===== config.mk =====
export PLATFORM = sky130hd
export DESIGN_NAME = adc_capture_packer
export DESIGN_NICKNAME = d
export VERILOG_FILES = /design/src/rtl/adc_capture_packer.sv
export SDC_FILE = /design/constraint.sdc
export NUM_CORES = 1
export LEC_CHECK = 0
export CORE_ASPECT_RATIO = 0.9
export CORE_MARGIN = 4
export CORE_UTILIZATION = 49
export DETAILED_ROUTE_END_ITERATION = 6
export PLACE_DENSITY = 0.89
export REMOVE_ABC_BUFFERS = 1
export SYNTH_ARGS = -nofsm -noshare
export SYNTH_HDL_FRONTEND = slang
export SYNTH_SLANG_ARGS = --single-unit

===== constraint.sdc =====
create_clock -name dclk -period 2.7 [get_ports dclk]
set_input_delay 0.54 -clock dclk [delete_from_list [all_inputs] [get_ports dclk]]
set_output_delay 0.54 -clock dclk [all_outputs]
set_load 0.1 [all_outputs]

===== src/rtl/adc_capture_packer.sv =====
// ADC capture packer: packs AD9284 sample pairs into 32-bit FIFO words.
// Optional macro CAPTURE_HEADER_EN prefixes each capture with a header word.
module adc_capture_packer #(
    parameter int DATA_W = 8,
    parameter int CNT_W  = 16
) (
    input  logic              dclk,
    input  logic              rst_n,
    input  logic              dv,
    input  logic [DATA_W-1:0] ch_a,
    input  logic [DATA_W-1:0] ch_b,
    input  logic              fifo_full,
    output logic              fifo_wr_en,
    output logic [31:0]       fifo_din,
    output logic [CNT_W-1:0]  word_count,
    output logic              overflow,
    output logic              capturing,
    output logic              done
);

    typedef enum logic [1:0] {
        S_IDLE,
        S_CAPTURE,
        S_FLUSH,
        S_DONE
    } state_t;

    state_t              state_q, state_d;
    logic                phase_q, phase_d;
    logic [2*DATA_W-1:0] hold_q, hold_d;
    logic                wr_en_q, wr_en_d;
    logic [31:0]         din_q, din_d;
    logic [CNT_W-1:0]    cnt_q, cnt_d;
    logic                ovf_q, ovf_d;
`ifdef CAPTURE_HEADER_EN
    logic [15:0]         idx_q, idx_d;
`endif

    logic                start;
    logic                accept;
    logic                phase_eff;
    logic                word_vld;
    logic [31:0]         word;

    // Next-state, sample packing and FIFO write decision
    always_comb begin
        state_d   = state_q;
        phase_d   = phase_q;
        hold_d    = hold_q;
        wr_en_d   = 1'b0;
        din_d     = din_q;
        cnt_d     = cnt_q;
        ovf_d     = ovf_q;
`ifdef CAPTURE_HEADER_EN
        idx_d     = idx_q;
`endif
        start     = 1'b0;
        accept    = 1'b0;
        word_vld  = 1'b0;
        word      = '0;

        unique case (state_q)
            S_IDLE: begin
                if (dv) begin
                    start   = 1'b1;
                    accept  = 1'b1;
                    state_d = S_CAPTURE;
                end
            end
            S_CAPTURE: begin
                if (dv) begin
                    accept = 1'b1;
                end else if (phase_q) begin
                    state_d = S_FLUSH;
                end else begin
                    state_d = S_DONE;
                end
            end
            S_FLUSH: begin
                word_vld = 1'b1;
                word     = {{(32-2*DATA_W){1'b0}}, hold_q};
                phase_d  = 1'b0;
                state_d  = S_DONE;
            end
            S_DONE: begin
                if (dv) begin
                    start   = 1'b1;
                    accept  = 1'b1;
                    cnt_d   = '0;
                    ovf_d   = 1'b0;
                    state_d = S_CAPTURE;
                end
            end
        endcase

        // A new capture never inherits a held half from the previous one
        phase_eff = start ? 1'b0 : phase_q;

        if (accept) begin
            if (!phase_eff) begin
                hold_d  = {ch_b, ch_a};
                phase_d = 1'b1;
            end else begin
                word_vld = 1'b1;
                word     = {ch_b, ch_a, hold_q};
                phase_d  = 1'b0;
            end
        end

        if (word_vld) begin
            if (fifo_full) begin
                ovf_d = 1'b1;
            end else begin
                wr_en_d = 1'b1;
                din_d   = word;
                if (cnt_q != {CNT_W{1'b1}}) begin
                    cnt_d = cnt_q + 1'b1;
                end
            end
        end

`ifdef CAPTURE_HEADER_EN
        // Header goes out one cycle ahead of the first data word
        if (start) begin
            idx_d = idx_q + 16'd1;
            if (fifo_full) begin
                ovf_d = 1'b1;
            end else begin
                wr_en_d = 1'b1;
                din_d   = {16'hADC2, idx_q};
            end
        end
`endif
    end

    // State and registered FIFO outputs
    always_ff @(posedge dclk or negedge rst_n) begin
        if (!rst_n) begin
            state_q <= S_IDLE;
            phase_q <= 1'b0;
            hold_q  <= '0;
            wr_en_q <= 1'b0;
            din_q   <= '0;
            cnt_q   <= '0;
            ovf_q   <= 1'b0;
`ifdef CAPTURE_HEADER_EN
            idx_q   <= '0;
`endif
        end else begin
            state_q <= state_d;
            phase_q <= phase_d;
            hold_q  <= hold_d;
            wr_en_q <= wr_en_d;
            din_q   <= din_d;
            cnt_q   <= cnt_d;
            ovf_q   <= ovf_d;
`ifdef CAPTURE_HEADER_EN
            idx_q   <= idx_d;
`endif
        end
    end

    assign fifo_wr_en = wr_en_q;
    assign fifo_din   = din_q;
    assign word_count = cnt_q;
    assign overflow   = ovf_q;
    assign capturing  = (state_q == S_CAPTURE) || (state_q == S_FLUSH);
    assign done       = (state_q == S_DONE);

endmodule


==> reports/results.txt, run 1 <==
r2r startpoint - word_count[0]
syn_area_per_cell - 10.7 um^2
RSZ-0062 raised after global routing - false
Post-DRT Antenna Nets - 0
starting density of the core - 51.1%
Yosys reg bits - 69
crit path DAT - 2570 ps
die area - 7270 um^2
first-pass GRT wire length - 11000 um
clk slew on worst S/H paths - 70 ps
CTS Buf Count - 9
largest net degree at the start of global routing - 44
max-slew violations - 0
CTS H-tree depth - 3
CTS tree - yes
Post-DP HPWL - 4700 um
M1 WL - 2950 um
DRC viols - 0
Mapped Area - 2930 um^2
worst hold path type - input pin to async pin
final hold vios - 0
Clock Latency Late Sink - 340 ps
Layout fillers - 456
status - completed
worst setup path class - flip-flop to flip-flop
CTS Sinks - 69
period utilization - 85.7%
CP startpoint kind - flip-flop
Bufs on Longest Clock Path - 2
placer congestion estimate - 0.861
per-cell routed wire length - 15.6 um
Met2 Wirelength - 3210 um
most frequent cells in the layout - dfrtp_1 (69), nand2_1 (65), buf_4 (56), clkdlybuf4s50_1 (18), a22o_1 (17)
Die Y - 81.3 um
Max Cap Viol - 0
clock root cell - clkbuf_8
part of the Yosys area used for sequential elements - 59.0%
area of the core - 5730 um^2
FF-to-FF End - word_count[8]
Core Util, Final - 66.1%
Die Width - 89.5 um
Via density - 5.53
drt pass-1 iters - 6
IO Port Bufs - 71
FMAX - 432 MHz
multi-input logic area - 1120 um^2
Worst Max-Slew Pin Slew - 917 ps
number of global-route vias before repair - 2368
Slew HR - 38.8%
Netlist cell types - 38
post-CTS setup buffer count - 0
DR vias - 2354
antenna violations before repair - 0
post-cts hold buffer count - 0
share of cells above drive strength 1 - 26.1%
r2r setup slk - 390 ps
YS warnings - 0
area growth from synthesis to layout - 29.4%
critical-path maximum fanout - 12
CP Data Required Time - 2960 ps
Clock Skew - 8.27 ps
FF/Latch Area - 1730 um^2
final setup fails - 0
GRT Total Usage - 20.0%
Cells after Synth - 274
post_cts resized - 0
nets - 376
path depth of the worst reg2reg path - 6
commonest non-fill, non-tap cell in the layout - dfrtp_1
# IOs - 72
grt total ovfl - 0
diodes inserted - 0
DR iter-0 viols - 180
Met3 Wirelength - 355 um
CP Capture Type - flip-flop
Tmin final - 2310 ps
Post-Route WL - 6650 um
highest metal used - met4
Cell Rows - 26
-- layer usage --
metal,track usage (%),vias up
met4,8.63,0
met1,25.8,1163
met2,31.7,69
met3,5.07,15
li1,-,1107
met5,0,-
-- layout make-up --
cell class                 instances  share of cell area, %
clock buffer                      12                   3.83
clock inverter                     4                   1.26
inverter                          10                  0.991
multi-input combinational        185                   29.5
sequential                        69                   45.6
tap                               70                   2.31
timing repair buffer              76                   16.5
-- worst max path at each step --
stage | to | slack (ps) | cells past startpoint | start
global placement | word_count[9] | 420 | 7 | dv
detailed placement | word_count[9] | 290 | 7 | dv
finish | word_count[8] | 390 | 6 | word_count[0]
floorplan | word_count[2] | -170 | 8 | state_q[0]
CTS | word_count[8] | 380 | 6 | word_count[0]
global route | word_count[2] | 230 | 6 | word_count[0]
-- worst max-delay path, cell delays in order, from the launching register on --
cell and delay, ps:
dfrtp_1 430, ha_1 240, nand4_1 210, or4_4 620, a21boi_2 450, o21ai_0 170
o21ai_0 100
-- stage by stage --
step | std cells | TNS [ps] | instance area (um^2) | setup slack [ps] | hold slack (ps)
5_1_grt | 426 | 0 | 3790 | 228 | 254
3_5_place_dp | 410 | 0 | 3590 | 286 | 450
6_report | 426 | 0 | 3790 | 387 | 212
4_1_cts | 426 | 0 | 3790 | 380 | 221
3_3_place_gp | 410 | 0 | 3590 | 422 | 439
2_1_floorplan | 264 | -1500 | 2880 | -165 | 244
-- cells in the mapped netlist --
library cell / number / area, um^2
xnor2_1: 1 / 8.76
nand2_1: 65 / 244
or3_2: 1 / 7.51
nand4bb_1: 1 / 11.3
o311ai_0: 1 / 8.76
a21oi_1: 5 / 25.0
clkbuf_1: 5 / 18.8
buf_2: 1 / 5.00
a21boi_2: 1 / 11.3
nor4_1: 1 / 6.26
buf_1: 2 / 7.51
inv_1: 10 / 37.5
ha_1: 5 / 62.6
a22o_1: 17 / 149
mux2_2: 16 / 180
buf_6: 1 / 11.3
dfrtp_1: 69 / 1730
buf_4: 1 / 7.51
nor3_1: 4 / 20.0
and3_1: 2 / 12.5
xor2_1: 1 / 8.76
a31oi_1: 2 / 12.5
nor2b_1: 1 / 6.26
nand3_1: 11 / 55.1
nand4_1: 4 / 25.0
nor2_1: 12 / 45.0
a22oi_1: 1 / 7.51
a21boi_0: 1 / 7.51
or3_1: 3 / 18.8
nand3b_1: 1 / 7.51
and2_4: 1 / 8.76
o21ai_1: 1 / 5.00
o21ai_0: 16 / 80.1
a21o_1: 6 / 45.0
nor3b_1: 1 / 7.51
o22ai_1: 1 / 6.26
or4_4: 1 / 11.3
o31ai_1: 1 / 7.51
-- logic make-up (layout without fill, tap and decap cells) --
kind of cell	after synthesis	in the layout	synth area share [%]
and+or+nand+nor	109	109	16.6
muxes	16	16	6.16
AOI/OAI and AO/OA	53	53	12.5
xor gates and xnor gates	2	2	0.599
buffers and inverters	20	102	2.99
adders and majority gates	5	5	2.14
DFF	69	69	59.0
-- flip-flops by register name (all words and copies together) (netlist names) --
signal,cells
overflow,1
word_count,16
phase_q,1
fifo_din,32
state_q,2
hold_q,16
fifo_wr_en,1
Power of run 1 is left out: the tool's default activity adds up to more than one toggle a clock period on the data nets, which glitch-free logic cannot reach.
==> run 2: changes to the inputs <==
--- a/config.mk
+++ b/config.mk
@@ -9,6 +9,8 @@
 export CORE_MARGIN = 4
 export CORE_UTILIZATION = 49
 export DETAILED_ROUTE_END_ITERATION = 6
+export HOLD_SLACK_MARGIN = 0.02
+export MAX_ROUTING_LAYER = met4
 export PLACE_DENSITY = 0.89
 export REMOVE_ABC_BUFFERS = 1
 export SYNTH_ARGS = -nofsm -noshare
==> run 2 against run 1 <==
Routed wire length shrank 2.0%. Register-to-register slack gained 20 ps. Clock-buffer cell count is the same. Via count shrank 0.38%. Core utilization shrank 0.57 points. Global-route usage shrank 0.18 points. Worst hold slack lost 47 ps. Critical path type unchanged. Critical endpoint is now word_count[5]. Highest routed layer unchanged.
==> reports/results.txt, run 2 (same netlist as run 1, synthesis figures left out) <==
Max Cap Viol - 0
post_cts resized - 0
CP Launch Point - word_count[0]
CP startpoint kind - flip-flop
Clock Skew - 8.74 ps
per-cell routed wire length - 15.3 um
starting density of the core - 51.1%
grt total ovfl - 0
r2r startpoint - word_count[0]
CTS Sinks - 69
DR iter-0 viols - 135
diodes inserted - 0
number of global-route vias before repair - 2227
largest net degree at the start of global routing - 30
Placed Cells - 411
GRT Total Usage - 19.8%
commonest non-fill, non-tap cell in the layout - dfrtp_1
Bufs on Longest Clock Path - 2
Slew HR - 39.8%
DR vias - 2345
Tmin final - 2300 ps
nets - 377
first-pass GRT wire length - 10600 um
final hold vios - 0
crit path DAT - 2540 ps
CP Capture Type - flip-flop
Post-DP HPWL - 4600 um
area of the core - 5730 um^2
FMAX - 436 MHz
IO Port Bufs - 71
Worst Max-Slew Pin Slew - 904 ps
Cell Rows - 26
Die Y - 81.3 um
Via density - 5.52
Post-DRT Antenna Nets - 0
max reg flops - 32
final setup fails - 0
RSZ-0062 raised after global routing - false
r2r setup slk - 400 ps
post-route non-filler standard cell count - 425
post-CTS setup buffer count - 0
die area - 7270 um^2
CP Data Required Time - 2940 ps
# IOs - 72
period utilization - 85.0%
Clock Latency Late Sink - 330 ps
DRC viols - 0
max-slew violations - 0
CTS tree - yes
most frequent cells in the layout - dfrtp_1 (69), nand2_1 (65), buf_4 (58), clkdlybuf4s50_1 (18), a22o_1 (17)
worst setup path class - flip-flop to flip-flop
clk slew on worst S/H paths - 70 ps
Die Width - 89.5 um
critical-path maximum fanout - 12
worst hold path type - input pin to async pin
Post-Route WL - 6520 um
status - completed
drt pass-1 iters - 4
area growth from synthesis to layout - 28.3%
CTS H-tree depth - 3
share of cells above drive strength 1 - 26.2%
post-cts hold buffer count - 0
placer congestion estimate - 0.885
CTS Buf Count - 9
antenna violations before repair - 0
clock root cell - clkbuf_8
==> run 2: cell count changes in the layout (fill, tap and decap cells not counted), sizes merged <==
| cell | before | now |
|---|---|---|
| buf | 58 | 59 |
| clkinvlp | 1 | 0 |
| bufinv | 1 | 0 |
==> run 2: final timing paths <==
path	endpoint	cells past startpoint
setup / recovery	word_count[5]	6
min in group dclk	fifo_din[7]	2
setup reg to reg	word_count[5]	6
hold reg to reg	fifo_din[7]	2
hold / removal	phase_q	1
max in group asynchronous	fifo_din[28]	2
==> run 2: worst max-delay path: stages, from the launching register on <==
cell and delay, ps:
dfrtp_1 420, ha_1 230, nand4_1 200, or4_4 620, a21boi_2 450, o21ai_0 170
o21ai_0 110
==> run 2: area by class of cell <==
type	count	area (um^2)
clock inverter	2	10.0
multi-input combinational	185	1120
sequential	69	1730
tap	70	87.6
timing repair buffer	77	621
clock buffer	12	155
fill	447	1970
inverter	10	37.5
==> run 2: through the flow <==
| step | setup WS [ps] | TNS, ps | hold slack [ps] | instance area (um^2) | util (%) |
|---|---|---|---|---|---|
| 2_1_floorplan | -165 | -1500 | 244 | 2880 | - |
| 3_3_place_gp | 417 | 0 | 438 | 3590 | 62.7 |
| 3_5_place_dp | 329 | 0 | 448 | 3590 | 62.7 |
| 4_1_cts | 424 | 0 | 164 | 3750 | 65.6 |
| 5_1_grt | 252 | 0 | 199 | 3750 | 65.6 |
| 6_report | 404 | 0 | 165 | 3750 | 65.6 |
==> run 2: layer usage <==
layer / up-vias / track usage, % / wire, um
met5: - / - / 0
met4: 0 / 9.23 / 119
met3: 10 / 4.36 / 393
met2: 78 / 30.6 / 3230
met1: 1150 / 24.8 / 2770
li1: 1107 / - / -
Power of run 2 is left out for the same reason.
==> edit (flow settings as in run 2) <==
Encoding of `state_t`: now one-hot (4 bits for 4 states).
--- a/src/rtl/adc_capture_packer.sv
+++ b/src/rtl/adc_capture_packer.sv
@@ -19,9 +19,9 @@
 );
 
-    typedef enum logic [1:0] {
-        S_IDLE,
-        S_CAPTURE,
-        S_FLUSH,
-        S_DONE
+    typedef enum logic [3:0] {
+        S_IDLE    = 4'b0001,
+        S_CAPTURE = 4'b0010,
+        S_FLUSH   = 4'b0100,
+        S_DONE    = 4'b1000
     } state_t;
 
Function: no difference found for any inputs over 10 cycles, from zero or initial values and one cycle with rst_n low; not proved beyond that.
==> edit against run 2 <==
Routed wire length rose by 15%; sequential share of layout area fell by 2.3 points; utilization fell by 0.12 points; design area rose by 8.4%; setup slack improved by 0.11 ns; sequential cell count rose by 2; synthesized area rose by 8.8%; highest routed layer unchanged.
Power is not shown: default switching activity piles up to over one toggle a cycle in this logic, so the estimate is an artifact.
==> edit: results (changes against run 2) <==
Placed Area -> 3847 sq um (+7.2%)
Port Buf Inserts -> 71 (unchanged)
PostCTS Resize Cnt -> 0 (unchanged)
Placed Instances -> 439 (+6.8%)
Crit path max fanout -> 14 (+2)
Tot GR Track Use -> 20.71% (+0.93 points)
Worst Tran Pin Value -> 0.8994 ns (-0.004106 ns)
GP Congestion -> 0.8818 (-0.41%)
Clock transition at the registers of the reported paths -> 0.07 ns (about the same)
Largest net degree at the start of global routing -> 39 (+30%)
Net count, final -> 384 (+1.9%)
Cell variety after synth -> 52 (+37%)
Initial antenna violation count -> 0 (unchanged)
Starting DRT DRC Count -> 211 (+56%)
Avg Synthesized Cell Area -> 10.98 sq um (+2.8%)
Skew final -> 0.009781 ns (+0.001041 ns)
H-tree depth -> 3 (unchanged)
Post-synth ARST share -> 100.0% (unchanged)
Crit path DAT -> 1.65 ns (-0.89 ns)
Average wire per standard cell -> 16.57 microns (+8.0%)
Seq/Total Area, Yosys -> 55.83% (-3.2 points)
Final wirelength -> 7523 microns (+15%)
# diodes -> 0 (unchanged)
CTS Root Cell -> clkbuf_8
Detailed Routing Iterations Pass 1 -> 5 (+1)
Worst skew pair latency -> 0.34 ns
Outcome -> completed
CTS max path bufs -> 2 (unchanged)
Postcts setup bufs -> 0 (unchanged)
Cts bufs inserted -> 9 (unchanged)
Share of post-route cells with drive strength above 1 -> 28.88% (+2.7 points)
Vias -> 2624 (+12%)
Global-route wire length before repair -> 12600 microns (+19%)
Hold Crit Class -> input port to asynchronous set/reset pin
Post-synth top cells -> dfrtp_1, nand2_1, a22o_1
Most area-consuming cells after synthesis -> dfrtp_1, nand2_1, mux2_2
Ys flop type -> dfrtp_1
DP HPWL -> 5183 microns (+13%)
YS warnings -> 0 (unchanged)
Max reg flops -> 32 (unchanged)
## edit: cell families (layout without fill, tap and decap cells)
kind of cell | after synthesis | in the layout | share of synthesized area [%]
fa+ha+maj | 1 | 1 | 0.3929
xor+xnor | 2 | 2 | 0.5502
mux | 17 | 17 | 5.972
flops | 71 | 71 | 55.84
compound gates | 60 | 60 | 14.03
buf+inv | 26 | 103 | 4.244
simple gates | 113 | 113 | 18.98
## edit: worst paths after layout
| path | endpoint | slack [ns] | start | cells after the start |
|---|---|---|---|---|
| setup / recovery | done | 0.51 | state_q[3] | 3 |
| max in group asynchronous | state_q[0] | 1.71 | rst_n | 2 |
| hold / removal | fifo_din[18] | 0.27 | rst_n | 1 |
| min in group dclk | fifo_din[0] | 0.46 | hold_q[0] | 2 |
| hold reg to reg | fifo_din[0] | 0.46 | hold_q[0] | 2 |
| setup reg to reg | hold_q[13] | 0.55 | state_q[1] | 4 |
## edit: area by class of cell
cell class	instances	area (sq um)
repair buffers	78	640.6
inverters	10	37.54
clock buffers	10	137.6
flip-flops and latches	71	1778
fillers	487	2148
clock inverters	5	82.58
multi-input cells	193	1282
well taps	87	108.9
## edit: stage by stage
step	hold slack, ns	setup TNS, ns	worst slack [ns]
after global routing	0.3156	0	0.3940
after floorplan	0.2444	-25.56	-0.9959
after detailed placement	0.4446	0	0.3081
after global placement	0.4413	0	0.3879
final	0.2707	0	0.5125
after CTS	0.2775	0	0.5113
## edit: layer usage
metal | GRT usage (%) | vias to the layer above | share of wire [%]
met2 | 31.79 | 126 | 48
met1 | 26.92 | 1273 | 42
met5 | - | - | 0
met4 | 9.587 | 0 | 3.1
met3 | 3.495 | 31 | 6.2
li1 | - | 1194 | -
## edit: worst max-delay path, cell delays in order, from the launching register on
cell      delay, ns
dfrtp_1        0.59
nand2b_1       0.22
nor3_1         0.18
buf_4          0.32
